===== src/rtl/iterative_normalizer_if.sv =====
// Handshake bundle for iterative_normalizer: operand side (in_*) and result side (out_* plus flags).
// The master drives operands and out_ready; the slave is the normalizer itself.
interface iterative_normalizer_if #(
    parameter int exponent_size = 8,
    parameter int mantissa_size = 24
);
    logic                     in_valid;
    logic                     in_ready;
    logic [mantissa_size:0]   in_mantissa;
    logic [exponent_size-1:0] in_exponent;
    logic                     out_valid;
    logic                     out_ready;
    logic [mantissa_size-1:0] out_mantissa;
    logic [exponent_size-1:0] out_exponent;
    logic                     zero;
    logic                     underflow;
    logic                     overflow;
    logic                     sticky;

    modport master (
        output in_valid, in_mantissa, in_exponent, out_ready,
        input  in_ready, out_valid, out_mantissa, out_exponent,
               zero, underflow, overflow, sticky
    );

    modport slave (
        input  in_valid, in_mantissa, in_exponent, out_ready,
        output in_ready, out_valid, out_mantissa, out_exponent,
               zero, underflow, overflow, sticky
    );
endinterface


===== src/rtl/iterative_normalizer.sv =====
// Post add/sub normalizer: shifts leading zeros out one bit per cycle while decrementing the exponent.
// Optional macro NORMALIZER_STICKY_EN builds a sticky flag for the bit lost in the carry right-shift.
module iterative_normalizer #(
    parameter int exponent_size = 8,
    parameter int mantissa_size = 24
) (
    input  logic                    clk,
    input  logic                    rst_n,
    iterative_normalizer_if.slave   bus
);
    localparam logic [exponent_size-1:0] exp_one = exponent_size'(1);
    localparam logic [exponent_size-1:0] exp_max = '1;

    typedef enum logic [1:0] {st_idle, st_shift, st_done} state_t;

    state_t                   state_reg, state_next;
    logic [mantissa_size-1:0] mant_reg;
    logic [exponent_size-1:0] exp_reg;
    logic                     zero_reg, underflow_reg, overflow_reg;

    logic                     accept, release_out;
    logic                     in_special, in_zero, in_carry, in_denormal, in_normal;
    logic [exponent_size-1:0] exp_inc;

    // Classification priority: Inf/NaN, zero, carry-out, denormal, then normal.
    assign in_special  = (bus.in_exponent == exp_max);
    assign in_zero     = !in_special && (bus.in_mantissa == '0);
    assign in_carry    = !in_special && !in_zero && bus.in_mantissa[mantissa_size];
    assign in_denormal = !in_special && !in_zero && !in_carry && (bus.in_exponent == '0);
    assign in_normal   = !in_special && !in_zero && !in_carry && !in_denormal;
    assign exp_inc     = bus.in_exponent + exp_one;

    assign accept      = (state_reg == st_idle) && bus.in_valid;
    assign release_out = (state_reg == st_done) && bus.out_ready;

    always_ff @(posedge clk or negedge rst_n) begin
        if (!rst_n) begin
            state_reg <= st_idle;
        end else begin
            state_reg <= state_next;
        end
    end

    always_comb begin
        state_next = state_reg;
        case (state_reg)
            st_idle:  if (bus.in_valid) state_next = in_normal ? st_shift : st_done;
            st_shift: if (mant_reg[mantissa_size-1] || (exp_reg == exp_one)) state_next = st_done;
            st_done:  if (bus.out_ready) state_next = st_idle;
            default:  state_next = st_idle;
        endcase
    end

    always_comb begin
        bus.in_ready  = (state_reg == st_idle);
        bus.out_valid = (state_reg == st_done);
    end

    always_ff @(posedge clk or negedge rst_n) begin
        if (!rst_n) begin
            mant_reg      <= '0;
            exp_reg       <= '0;
            zero_reg      <= 1'b0;
            underflow_reg <= 1'b0;
            overflow_reg  <= 1'b0;
        end else if (accept) begin
            zero_reg      <= 1'b0;
            underflow_reg <= 1'b0;
            overflow_reg  <= 1'b0;
            if (in_zero) begin
                mant_reg <= '0;
                exp_reg  <= '0;
                zero_reg <= 1'b1;
            end else if (in_carry) begin
                exp_reg <= exp_inc;
                if (exp_inc == exp_max) begin
                    mant_reg     <= '0;
                    overflow_reg <= 1'b1;
                end else begin
                    mant_reg <= bus.in_mantissa[mantissa_size:1];
                end
            end else begin
                // Special, denormal and normal operands all start from the unshifted mantissa.
                mant_reg      <= bus.in_mantissa[mantissa_size-1:0];
                exp_reg       <= bus.in_exponent;
                underflow_reg <= in_denormal;
            end
        end else if (state_reg == st_shift && !mant_reg[mantissa_size-1]) begin
            if (exp_reg == exp_one) begin
                exp_reg       <= '0;
                underflow_reg <= 1'b1;
            end else begin
                mant_reg <= mant_reg << 1;
                exp_reg  <= exp_reg - exp_one;
            end
        end else if (release_out) begin
            zero_reg      <= 1'b0;
            underflow_reg <= 1'b0;
            overflow_reg  <= 1'b0;
        end
    end

    assign bus.out_mantissa = mant_reg;
    assign bus.out_exponent = exp_reg;
    assign bus.zero         = zero_reg;
    assign bus.underflow    = underflow_reg;
    assign bus.overflow     = overflow_reg;

`ifdef NORMALIZER_STICKY_EN
    logic sticky_reg;

    always_ff @(posedge clk or negedge rst_n) begin
        if (!rst_n) begin
            sticky_reg <= 1'b0;
        end else if (accept) begin
            sticky_reg <= in_carry && bus.in_mantissa[0];
        end else if (release_out) begin
            sticky_reg <= 1'b0;
        end
    end

    assign bus.sticky = sticky_reg;
`else
    assign bus.sticky = 1'b0;
`endif
endmodule


===== src/flat_wrapper.sv =====
// flat-port wrapper written by rule: the top's interface ports become plain ports
module iterative_normalizer_flat 
#(
    parameter int exponent_size = 8,
    parameter int mantissa_size = 24
)
  (clk, rst_n, bus_in_valid, bus_in_mantissa, bus_in_exponent, bus_out_ready, bus_in_ready, bus_out_valid, bus_out_mantissa, bus_out_exponent, bus_zero, bus_underflow, bus_overflow, bus_sticky);
  iterative_normalizer_if #(.exponent_size(exponent_size), .mantissa_size(mantissa_size)) bus_i ();
  input  logic clk;
  input  logic rst_n;
  input wire logic [$bits(bus_i.in_valid)-1:0] bus_in_valid;
  input wire logic [$bits(bus_i.in_mantissa)-1:0] bus_in_mantissa;
  input wire logic [$bits(bus_i.in_exponent)-1:0] bus_in_exponent;
  input wire logic [$bits(bus_i.out_ready)-1:0] bus_out_ready;
  output wire logic [$bits(bus_i.in_ready)-1:0] bus_in_ready;
  output wire logic [$bits(bus_i.out_valid)-1:0] bus_out_valid;
  output wire logic [$bits(bus_i.out_mantissa)-1:0] bus_out_mantissa;
  output wire logic [$bits(bus_i.out_exponent)-1:0] bus_out_exponent;
  output wire logic [$bits(bus_i.zero)-1:0] bus_zero;
  output wire logic [$bits(bus_i.underflow)-1:0] bus_underflow;
  output wire logic [$bits(bus_i.overflow)-1:0] bus_overflow;
  output wire logic [$bits(bus_i.sticky)-1:0] bus_sticky;
  assign bus_i.in_valid = bus_in_valid;
  assign bus_i.in_mantissa = bus_in_mantissa;
  assign bus_i.in_exponent = bus_in_exponent;
  assign bus_i.out_ready = bus_out_ready;
  assign bus_in_ready = bus_i.in_ready;
  assign bus_out_valid = bus_i.out_valid;
  assign bus_out_mantissa = bus_i.out_mantissa;
  assign bus_out_exponent = bus_i.out_exponent;
  assign bus_zero = bus_i.zero;
  assign bus_underflow = bus_i.underflow;
  assign bus_overflow = bus_i.overflow;
  assign bus_sticky = bus_i.sticky;
  iterative_normalizer #(.exponent_size(exponent_size), .mantissa_size(mantissa_size)) u_core (.clk(clk), .rst_n(rst_n), .bus(bus_i));
endmodule

===== config.mk =====
export PLATFORM = sky130hd
export DESIGN_NAME = iterative_normalizer_flat
export DESIGN_NICKNAME = d
export VERILOG_FILES = /design/src/rtl/iterative_normalizer_if.sv /design/src/rtl/iterative_normalizer.sv /design/src/flat_wrapper.sv
export SDC_FILE = /design/constraint.sdc
export NUM_CORES = 1
export LEC_CHECK = 0
export ABC_AREA = 0
export BUFFER_PORTS_ARGS = -buffer_cell sky130_fd_sc_hd__buf_2
export CAP_MARGIN = 15
export CORE_ASPECT_RATIO = 0.75
export CORE_MARGIN = 5
export CORE_UTILIZATION = 56
export CTS_BUF_LIST = sky130_fd_sc_hd__clkbuf_4 sky130_fd_sc_hd__clkbuf_8 sky130_fd_sc_hd__clkbuf_16
export DETAILED_ROUTE_END_ITERATION = 12
export PLACE_DENSITY_LB_ADDON = 0.12
export SYNTH_ARGS = -nofsm -noshare
export SYNTH_HDL_FRONTEND = slang
export SYNTH_SLANG_ARGS = --single-unit

===== constraint.sdc =====
create_clock -name clk -period 3.4 [get_ports clk]
set_clock_uncertainty 0.05 [all_clocks]
set_input_delay 0 -clock clk [delete_from_list [all_inputs] [get_ports clk]]
set_output_delay 0 -clock clk [all_outputs]
set_load 0.05 [all_outputs]

# ---- Word level (Yosys, flattened, before mapping)
# Cells that the tools add are included.
dict set report totals {
  mem_bits_rw 0
  romBits 0
  latch_bits 0
  wordCells 73
  ff_bits 37
  mem_count 0
  out_inout_bits 38
}
dict set report classes {
  div 0
  bitwise 0
  addsub 2
  muxes 29
  n_eq_ne 11
  magnitude_cmp 0
  reduce_logical 25
  n_mul 0
  shift 0
}
# cell count
set op_table {}
lappend op_table {{2-to-1 mux 24 bit} 6}
lappend op_table {{2-to-1 mux 8 bit} 5}
lappend op_table {{zero test 25 bit} 1}
lappend op_table {{equality test 8 bit, second input constant} 2}
lappend op_table {{2-to-1 mux 1 bit} 13}
lappend op_table {{logical AND 1 bit} 9}
lappend op_table {{adder 8 x 1 -> 8 bit, second input constant} 1}
lappend op_table {{equality test 8 x 1 -> 1 bit, second input constant} 1}
lappend op_table {{zero test 8 bit} 1}
lappend op_table {{2-to-1 mux 2 bit} 4}
lappend op_table {{subtractor 8 x 1 -> 8 bit, second input constant} 1}
lappend op_table {{inequality test 2 x 1 -> 1 bit, second input constant} 3}
lappend op_table {{one-hot mux 2 bit (3 select lines)} 1}
lappend op_table {{AND reduction 2 bit} 3}
lappend op_table {{zero test 1 bit} 5}
lappend op_table {{inequality test 2 bit, second input constant} 2}
lappend op_table {{nonzero test 2 bit} 2}
lappend op_table {{inequality test 3 x 1 -> 1 bit, second input constant} 1}
lappend op_table {{AND reduction 3 bit} 1}
lappend op_table {{nonzero test 3 bit} 1}
lappend op_table {{equality test 2 x 1 -> 1 bit, second input constant} 1}
lappend op_table {{equality test 2 bit, second input constant} 1}
lappend op_table {{zero test 2 bit} 1}
lappend op_table {{logical OR 1 bit} 1}

# ---- Depth between registers and ports, before layout
# Gate-level depths: netlist of run 1.
dict set report depth {
  depth_word 14
  ltp_mapped 8
}

# ---- Worst setup path after synthesis of run 1
# No wires, ideal clock.
dict set report synth_timing {
  kind {register to register}
  start {register u_core.exp_reg[0] (netlist: u_core.bus.out_exponent[0])}
  end {register u_core.mant_reg[1] (netlist: u_core.bus.out_mantissa[1])}
  path_slack_ns 1.378
  stages_incl_launch_ff 8
  n_path_buf 2
  arrival_time_ns 1.842
  t_required_ns 3.220
  path_cell_list {dfrtp_1 -> ha_1 -> nor4b_4 -> a21oi_2 -> clkbuf_2 -> buf_6 -> a22oi_1 -> o31ai_1}
}
dict set report synth_between {
  elab_chain_cells 3
}
# item line_no
set synth_lines {}
lappend synth_lines {{from (decl)} iterative_normalizer.sv:18} ;# logic [exponent_size-1:0] exp_reg;
lappend synth_lines {{from (signal assigned)} iterative_normalizer.sv:75} ;# exp_reg <= exp_inc;
lappend synth_lines {{from (signal assigned)} iterative_normalizer.sv:85} ;# exp_reg <= bus.in_exponent;
lappend synth_lines {{from (signal assigned)} iterative_normalizer.sv:94} ;# exp_reg <= exp_reg - exp_one;
lappend synth_lines {{equality test 8 x 1 -> 1 bit} iterative_normalizer.sv:89} ;# if (exp_reg == exp_one) begin
lappend synth_lines {{inequality test 2 x 1 -> 1 bit (no source line)} --}
lappend synth_lines {{AND reduction 2 bit (no source line)} --}
lappend synth_lines {{to (signal assigned)} iterative_normalizer.sv:80} ;# mant_reg <= bus.in_mantissa[mantissa_size:1];
lappend synth_lines {{to (signal assigned)} iterative_normalizer.sv:84} ;# mant_reg <= bus.in_mantissa[mantissa_size-1:0];
lappend synth_lines {{to (signal assigned)} iterative_normalizer.sv:93} ;# mant_reg <= mant_reg << 1;
lappend synth_lines {{to (decl)} iterative_normalizer.sv:17} ;# logic [mantissa_size-1:0] mant_reg;
# Every way passes these cells.
# A chain may end at the register's enable or synchronous reset.

# ---- Final worst setup path of run 1
dict set report layout_timing {
  start {register u_core.state_reg[0]}
  end {register u_core.mant_reg[14] (netlist: u_core.bus.out_mantissa[14])}
}
dict set report layout_between {
  elab_chain_cells 4
}
# item line_no
set layout_lines {}
lappend layout_lines {{from (decl)} iterative_normalizer.sv:16} ;# state_t state_reg, state_next;
lappend layout_lines {{from (signal assigned)} iterative_normalizer.sv:38} ;# state_reg <= st_idle;
lappend layout_lines {{from (signal assigned)} iterative_normalizer.sv:40} ;# state_reg <= state_next;
lappend layout_lines {{zero test 2 bit or equality test 2 x 1 -> 1 bit (tied branches)} {iterative_normalizer.sv:33, iterative_normalizer.sv:88}}
lappend layout_lines {{logical AND 1 bit, on equally long branches} {iterative_normalizer.sv:33, iterative_normalizer.sv:88}}
lappend layout_lines {{inequality test 2 x 1 -> 1 bit (no source line) or nonzero test 2 bit (tied branches)} --}
lappend layout_lines {{AND reduction 2 bit (no source line)} --}
# Several ways; a longest one is shown, not always the timed one.

==> results of run 1 <==
## cell type report
type                    count  area [sq um]  share of cell area
clock inverters             1          30.0             0.00988
multi-input cells         212          1470               0.484
repair buffers             79           418               0.137
inverters                   9          33.8              0.0111
clock buffers               7          90.1              0.0296
flip-flops and latches     37           926               0.305
well taps                  57          71.3              0.0235
## cells in the final DEF, fill, tap and decap left out, types with 2 or more instances in the layout
master and count:
ha_1 5, nor3b_1 4, and3_1 14, or2_2 2, o31ai_1 24, a21oi_1 25
o21ai_0 11, o22ai_1 2, o221ai_1 3, dfrtp_1 37, nor3_1 6, dlygate4sd3_1 3
nand4_1 3, nand3_1 5, nor4_1 7, a22oi_1 9, inv_1 9, buf_4 3
clkbuf_8 6, nand2_1 20, mux2i_1 25, nor2_1 14, xnor2_1 4, a31oi_1 2
buf_2 73
## what timing repair did
| item | 4_1_cts | 5_1_grt |
|---|---|---|
| setup endpoints to repair | 0 | 0 |
| endpoints found under the hold margin | 39 | 0 |
| hold buffers | 3 | 0 |
## worst reg2reg max path, cell delays in order (launching register included)
cell and delay, ns:
dfrtp_1 0.47, or3b_4 0.45, a21oi_2 0.49, nor2_1 0.09, buf_4 0.25, a21oi_1 0.20
o31ai_1 0.10
## metal layers
layer	wire length [um]	global-route usage
met4	25	0.0364
met2	3060	0.359
met3	769	0.0606
met5	0	0
met1	3160	0.369
## worst paths after layout
check                                         start                          end  slack (ns)  cells after the start
worst max-delay path            u_core.state_reg[0]  u_core.bus.out_mantissa[14]        1.16                      6
worst min-delay path             bus_in_mantissa[1]   u_core.bus.out_mantissa[0]       0.004                      3
worst max register to register  u_core.state_reg[0]  u_core.bus.out_mantissa[14]        1.16                      6
worst min register to register  u_core.bus.overflow          u_core.bus.overflow        0.43                      2
max in group asynchronous                     rst_n              u_core.bus.zero        2.47                      2
min in group asynchronous                     rst_n  u_core.bus.out_mantissa[10]        0.30                      2
## through the flow
stage / utilization / power (mW)
after floorplan: - / 2.13
after global placement: 0.651 / 2.53
after detailed placement: 0.651 / 2.55
after CTS: 0.685 / 2.96
after global routing: 0.685 / 3.13
final: 0.685 / 2.97
## power groups by stage
stage               Sequential [mW]  Combinational (mW)  Clock, mW
finish                        0.855                1.70      0.408
global route                  0.887                1.82      0.429
CTS                           0.849                1.70      0.412
detailed placement            0.854                1.70          0
global placement              0.848                1.68          0
floorplan                      1.48               0.652          0
## cell families after synthesis
family	after synthesis
compound gates	89
simple gates	87
flops	37
buf+inv	27
mux	25
fa+ha+maj	5
xor+xnor	5
other cells	1
==> impl_metrics.py, run 1 <==
metrics = {
    "clock_tree": {
        "cts_resized": 0,
        "clkTransAtPathRegs_ns": 0.08,
        "clkLatencyLatePin_ns": 0.29,
        "tritoncts": "yes",
        "cts_buffer_depth": 2,
        "clockRootBuffer": "clkbuf_8",
        "clock-sinks": 37,
        "post_cts_buffers": 0,
        "cts_max_level": 2,
        "cts-buffers-inserted": 5,
    },
    "yosys": {
        "synth-simple-area-share": 0.197,
        "yosysSeqAreaShare": 0.362,
        "syn_area_sq_um": 2550,
        "synth.distinct_cells": 53,
        "synth.most_common_cell": "dfrtp_1",
        "synth_top_family_by_area": "compound AO/OA/AOI/OAI gates",
        "synth_compound_gate_area_share": 0.238,
        "synth_area_leaders": "dfrtp_1, mux2i_1, o31ai_1",
        "synth.area.mux_share": 0.0979,
        "ys_async_sr_fraction": 1.00,
        "syn_nets": 318,
        "synth_fa_ha_area_frac": 0.0245,
        "synth_largest_area_cell": "dfrtp_1",
        "synth_top_area_share": 0.362,
        "synthCells": 276,
        "ys_warn_count": 0,
        "synth_common_cells": "dfrtp_1, a21oi_1, mux2i_1, o31ai_1, nand2_1",
        "synthFlopType": "dfrtp_1",
        "synth.avg_cell_area_sq_um": 9.26,
        "synth_xor_xnor_area_share": 0.0171,
        "synth_edf_count": 0,
        "synth_seq_cells": 37,
    },
    "floorplanning": {
        "io_pins": 75,
        "die_w_um": 88.0,
        "die-area_sq_um": 6030,
        "die_height_um": 68.5,
        "core.rowCount": 21,
        "start_util": 0.575,
        "core_area_sq_um": 4440,
    },
    "sta": {
        "setup_violations": 0,
        "min_period_over_period": 0.658,
        "grt_setup_unrepaired": "false",
        "clock.fmax_mhz": 447,
        "hold_violations": 0,
        "slew_violations": 0,
        "relSlewSlack": 0.343,
        "period_minus_slack_ns": 2.24,
        "worst-slew-pin-transition_ns": 0.985,
        "setup-tns-final_ns": 0,
        "layout_setup_ws_ns": 1.16,
        "holdWs_ns": 0.00385,
    },
    "setup_path": {
        "crit_type": "reg2reg",
        "start_kind": "flip-flop",
        "path_cells": "or3b_4 > a21oi_2 > nor2_1 > buf_4 > a21oi_1 > o31ai_1",
        "critical_path_arrival_ns": 2.33,
        "slowest_stage": "a21oi_2",
        "required_ns": 3.49,
        "path_buf_inv": 1,
        "path_max_fanout": 22,
        "crit_family": "compound AO/OA/AOI/OAI gates",
        "critPathCaptureType": "flip-flop",
        "max_stage_delay_ns": 0.49,
    },
    "power_and_ir_drop": {
        "p_leak_nw": 1.47,
        "intPower_mw": 1.35,
        "sequentialPowerShare": 0.288,
        "vdd_drop_max_mv": 0.546,
        "switchingPower_mw": 1.61,
        "p_comb_frac": 0.575,
        "powerDensity_nw_per_um2": 976,
        "clock_power_share": 0.137,
        "power_switching_share": 0.543,
    },
    "global_routing": {
        "grt_pass1_vias": 2251,
        "grt_max_degree": 41,
        "grtUsageTotal": 0.244,
        "grt_first_pass_wirelength_mm": 11.3,
        "grt-ovfl-total": 0,
        "antenna_found_initial": 0,
    },
    "route": {
        "routedWlPerCell_um": 17.5,
        "via_per_inst": 6.20,
        "drc": 0,
        "dr.first_iter.drc_count": 296,
        "routed_wl_mm": 7.02,
        "ant_nets": 0,
        "first_pass_iters": 5,
        "vias": 2492,
    },
    "final_layout": {
        "fin_nets": 386,
        "antennaDiodeCount": 0,
        "fillers": 386,
        "fin_cells": 402,
        "largest_reg_flops": 24,
        "area_growth_pct": 19.0,
        "drive_above_1_share": 0.284,
        "design_area_sq_um": 3040,
    },
    "placed_design": {
        "dpl_cell_area_sq_um": 2890,
        "dpl.hpwl_mm": 5.21,
        "portBuffers": 73,
        "dp_cells": 391,
        "dp_slack_ns": 1.22,
        "globalplace.congestion": 0.837,
    },
    "hold_path": {
        "hp-class": "in2reg",
    },
    "job": {
        "drv_cap": 0,
    },
    "run_status": {
        "outcome": "finished clean",
    },
}
(Power assumes the default switching activity.)
==> run 2: changes to the inputs <==
--- a/config.mk
+++ b/config.mk
@@ -10,7 +10,7 @@
 export CAP_MARGIN = 15
 export CORE_ASPECT_RATIO = 0.75
 export CORE_MARGIN = 5
-export CORE_UTILIZATION = 56
+export CORE_UTILIZATION = 52
 export CTS_BUF_LIST = sky130_fd_sc_hd__clkbuf_4 sky130_fd_sc_hd__clkbuf_8 sky130_fd_sc_hd__clkbuf_16
 export DETAILED_ROUTE_END_ITERATION = 12
 export PLACE_DENSITY_LB_ADDON = 0.12
==> constraint.sdc (replaced) <==
create_clock -name clk -period 2.1 [get_ports clk]
set_clock_uncertainty 0.05 [all_clocks]
set_input_delay 0 -clock clk [delete_from_list [all_inputs] [get_ports clk]]
set_output_delay 0 -clock clk [all_outputs]
set_load 0.05 [all_outputs]
==> impl_metrics.py, run 2 (same netlist as run 1, synthesis figures left out) <==
metrics = {
    "placed_design": {
        "portBuffers": 73,
        "dpl.hpwl_mm": 5.37,
        "dpl_cell_area_sq_um": 3010,
        "dp_slack_ns": 0.188,
        "globalplace.congestion": 0.868,
    },
    "power_and_ir_drop": {
        "intPower_mw": 2.36,
        "p_comb_frac": 0.579,
        "switchingPower_mw": 2.66,
        "clock_power_share": 0.152,
        "sequentialPowerShare": 0.268,
        "vdd_drop_max_mv": 0.940,
        "p_leak_nw": 1.55,
        "power_switching_share": 0.530,
        "powerDensity_nw_per_um2": 1570,
    },
    "route": {
        "dr.first_iter.drc_count": 124,
        "ant_nets": 0,
        "via_per_inst": 6.01,
        "vias": 2520,
        "drc": 0,
        "first_pass_iters": 5,
        "routed_wl_mm": 7.39,
        "routedWlPerCell_um": 17.6,
    },
    "setup_path": {
        "ff2ff_path_depth": 4,
        "required_ns": 2.20,
        "crit_type": "in2reg",
        "path_max_fanout": 23,
        "critPathCaptureType": "flip-flop",
        "critical_path_arrival_ns": 2.07,
        "start_kind": "primary input",
    },
    "sta": {
        "worst-slew-pin-transition_ns": 0.848,
        "setup_violations": 0,
        "clock.fmax_mhz": 509,
        "min_period_over_period": 0.936,
        "grt_setup_unrepaired": "false",
        "period_minus_slack_ns": 1.97,
        "relSlewSlack": 0.435,
        "setup-tns-final_ns": 0,
        "slew_violations": 0,
        "layout_setup_ws_ns": 0.134,
        "hold_violations": 0,
        "holdWs_ns": 0.00413,
    },
    "clock_tree": {
        "cts_resized": 0,
        "cts_max_level": 2,
        "clockRootBuffer": "clkbuf_8",
        "cts_buffer_depth": 2,
        "clkLatencyLatePin_ns": 0.30,
        "tritoncts": "yes",
        "clkTransAtPathRegs_ns": 0.08,
        "clock-sinks": 37,
        "cts-buffers-inserted": 5,
    },
    "final_layout": {
        "fin_util": 0.664,
        "area_growth_pct": 25.1,
        "mostFrequentLayoutCell": "buf_2",
        "antennaDiodeCount": 0,
        "largest_reg_flops": 24,
        "design_area_sq_um": 3200,
        "fin_nets": 400,
        "drive_above_1_share": 0.306,
        "layout_common_cells": "buf_2, dfrtp_1, a21oi_1, mux2i_1, o31ai_1",
    },
    "hold_path": {
        "hp-class": "in2reg",
        "hold_depth": 3,
    },
    "floorplanning": {
        "core.rowCount": 22,
        "io_pins": 75,
        "start_util": 0.530,
        "die_w_um": 90.9,
        "core_area_sq_um": 4820,
        "die_height_um": 70.7,
        "die-area_sq_um": 6430,
    },
    "global_routing": {
        "antenna_found_initial": 0,
        "grt-ovfl-total": 0,
        "grt_first_pass_wirelength_mm": 12.2,
        "grt_pass1_vias": 2447,
        "grt_max_degree": 38,
        "grtUsageTotal": 0.232,
    },
    "job": {
        "drv_cap": 0,
    },
    "run_status": {
        "outcome": "finished clean",
    },
}
-- run 2: through the flow --
step                power (mW)  std cells
floorplan                 3.45        276
global placement          4.21        406
detailed placement        4.25        406
CTS                       5.03        418
global route              5.29        419
finish                    5.02        419
-- run 2: worst paths after layout --
kind / from / end / slack [ns]
setup / recovery: bus_in_mantissa[7] / u_core.bus.out_mantissa[18] / 0.13
hold / removal: bus_in_mantissa[14] / u_core.bus.out_mantissa[13] / 0.004
setup reg to reg: u_core.state_reg[0] / u_core.bus.out_mantissa[19] / 0.19
hold reg to reg: u_core.bus.overflow / u_core.bus.overflow / 0.44
max in group asynchronous: rst_n / u_core.bus.out_mantissa[19] / 1.16
min in group asynchronous: rst_n / u_core.bus.out_mantissa[10] / 0.30
-- run 2: worst max-delay path: stages --
cell and delay, ns:
dlygate4sd3_1 0.54, buf_2 0.14, nor4_1 0.34, nand4_1 0.20, or2_2 0.39, a21oi_4 0.18, buf_12 0.18, o31ai_1 0.10
-- run 2: metal layers --
metal  part of all wire  vias to the layer above  wire [um]  global-route usage
met5                  0                        -          0                   0
met3              0.075                        6        554              0.0531
met2               0.44                       92       3230               0.339
met4             0.0088                        0         65              0.0570
met1               0.48                     1220       3540               0.347
li1                   -                     1202          -                   -
-- run 2: power by group through the flow --
stage | logic [mW] | registers (mW) | clock network, mW
after floorplan | 1.06 | 2.40 | 0
after global placement | 2.86 | 1.35 | 0
after detailed placement | 2.90 | 1.35 | 0
after CTS | 2.92 | 1.34 | 0.769
after global routing | 3.09 | 1.40 | 0.796
final | 2.91 | 1.35 | 0.765
-- run 2: layout make-up --
type | instances | area, sq um
Fill cell | 412 | 1620
Multi-Input combinational cell | 212 | 1470
Sequential cell | 37 | 926
Timing Repair Buffer | 93 | 553
Tap cell | 60 | 75.1
Clock buffer | 5 | 68.8
Clock inverter | 3 | 68.8
Inverter | 9 | 33.8
-- run 2: timing repair --
action                                 4_1_cts  5_1_grt
buffers inserted                             0        0
endpoints found under the hold margin       40        1
hold buffers                                 4        1
setup endpoints to repair                    0        0
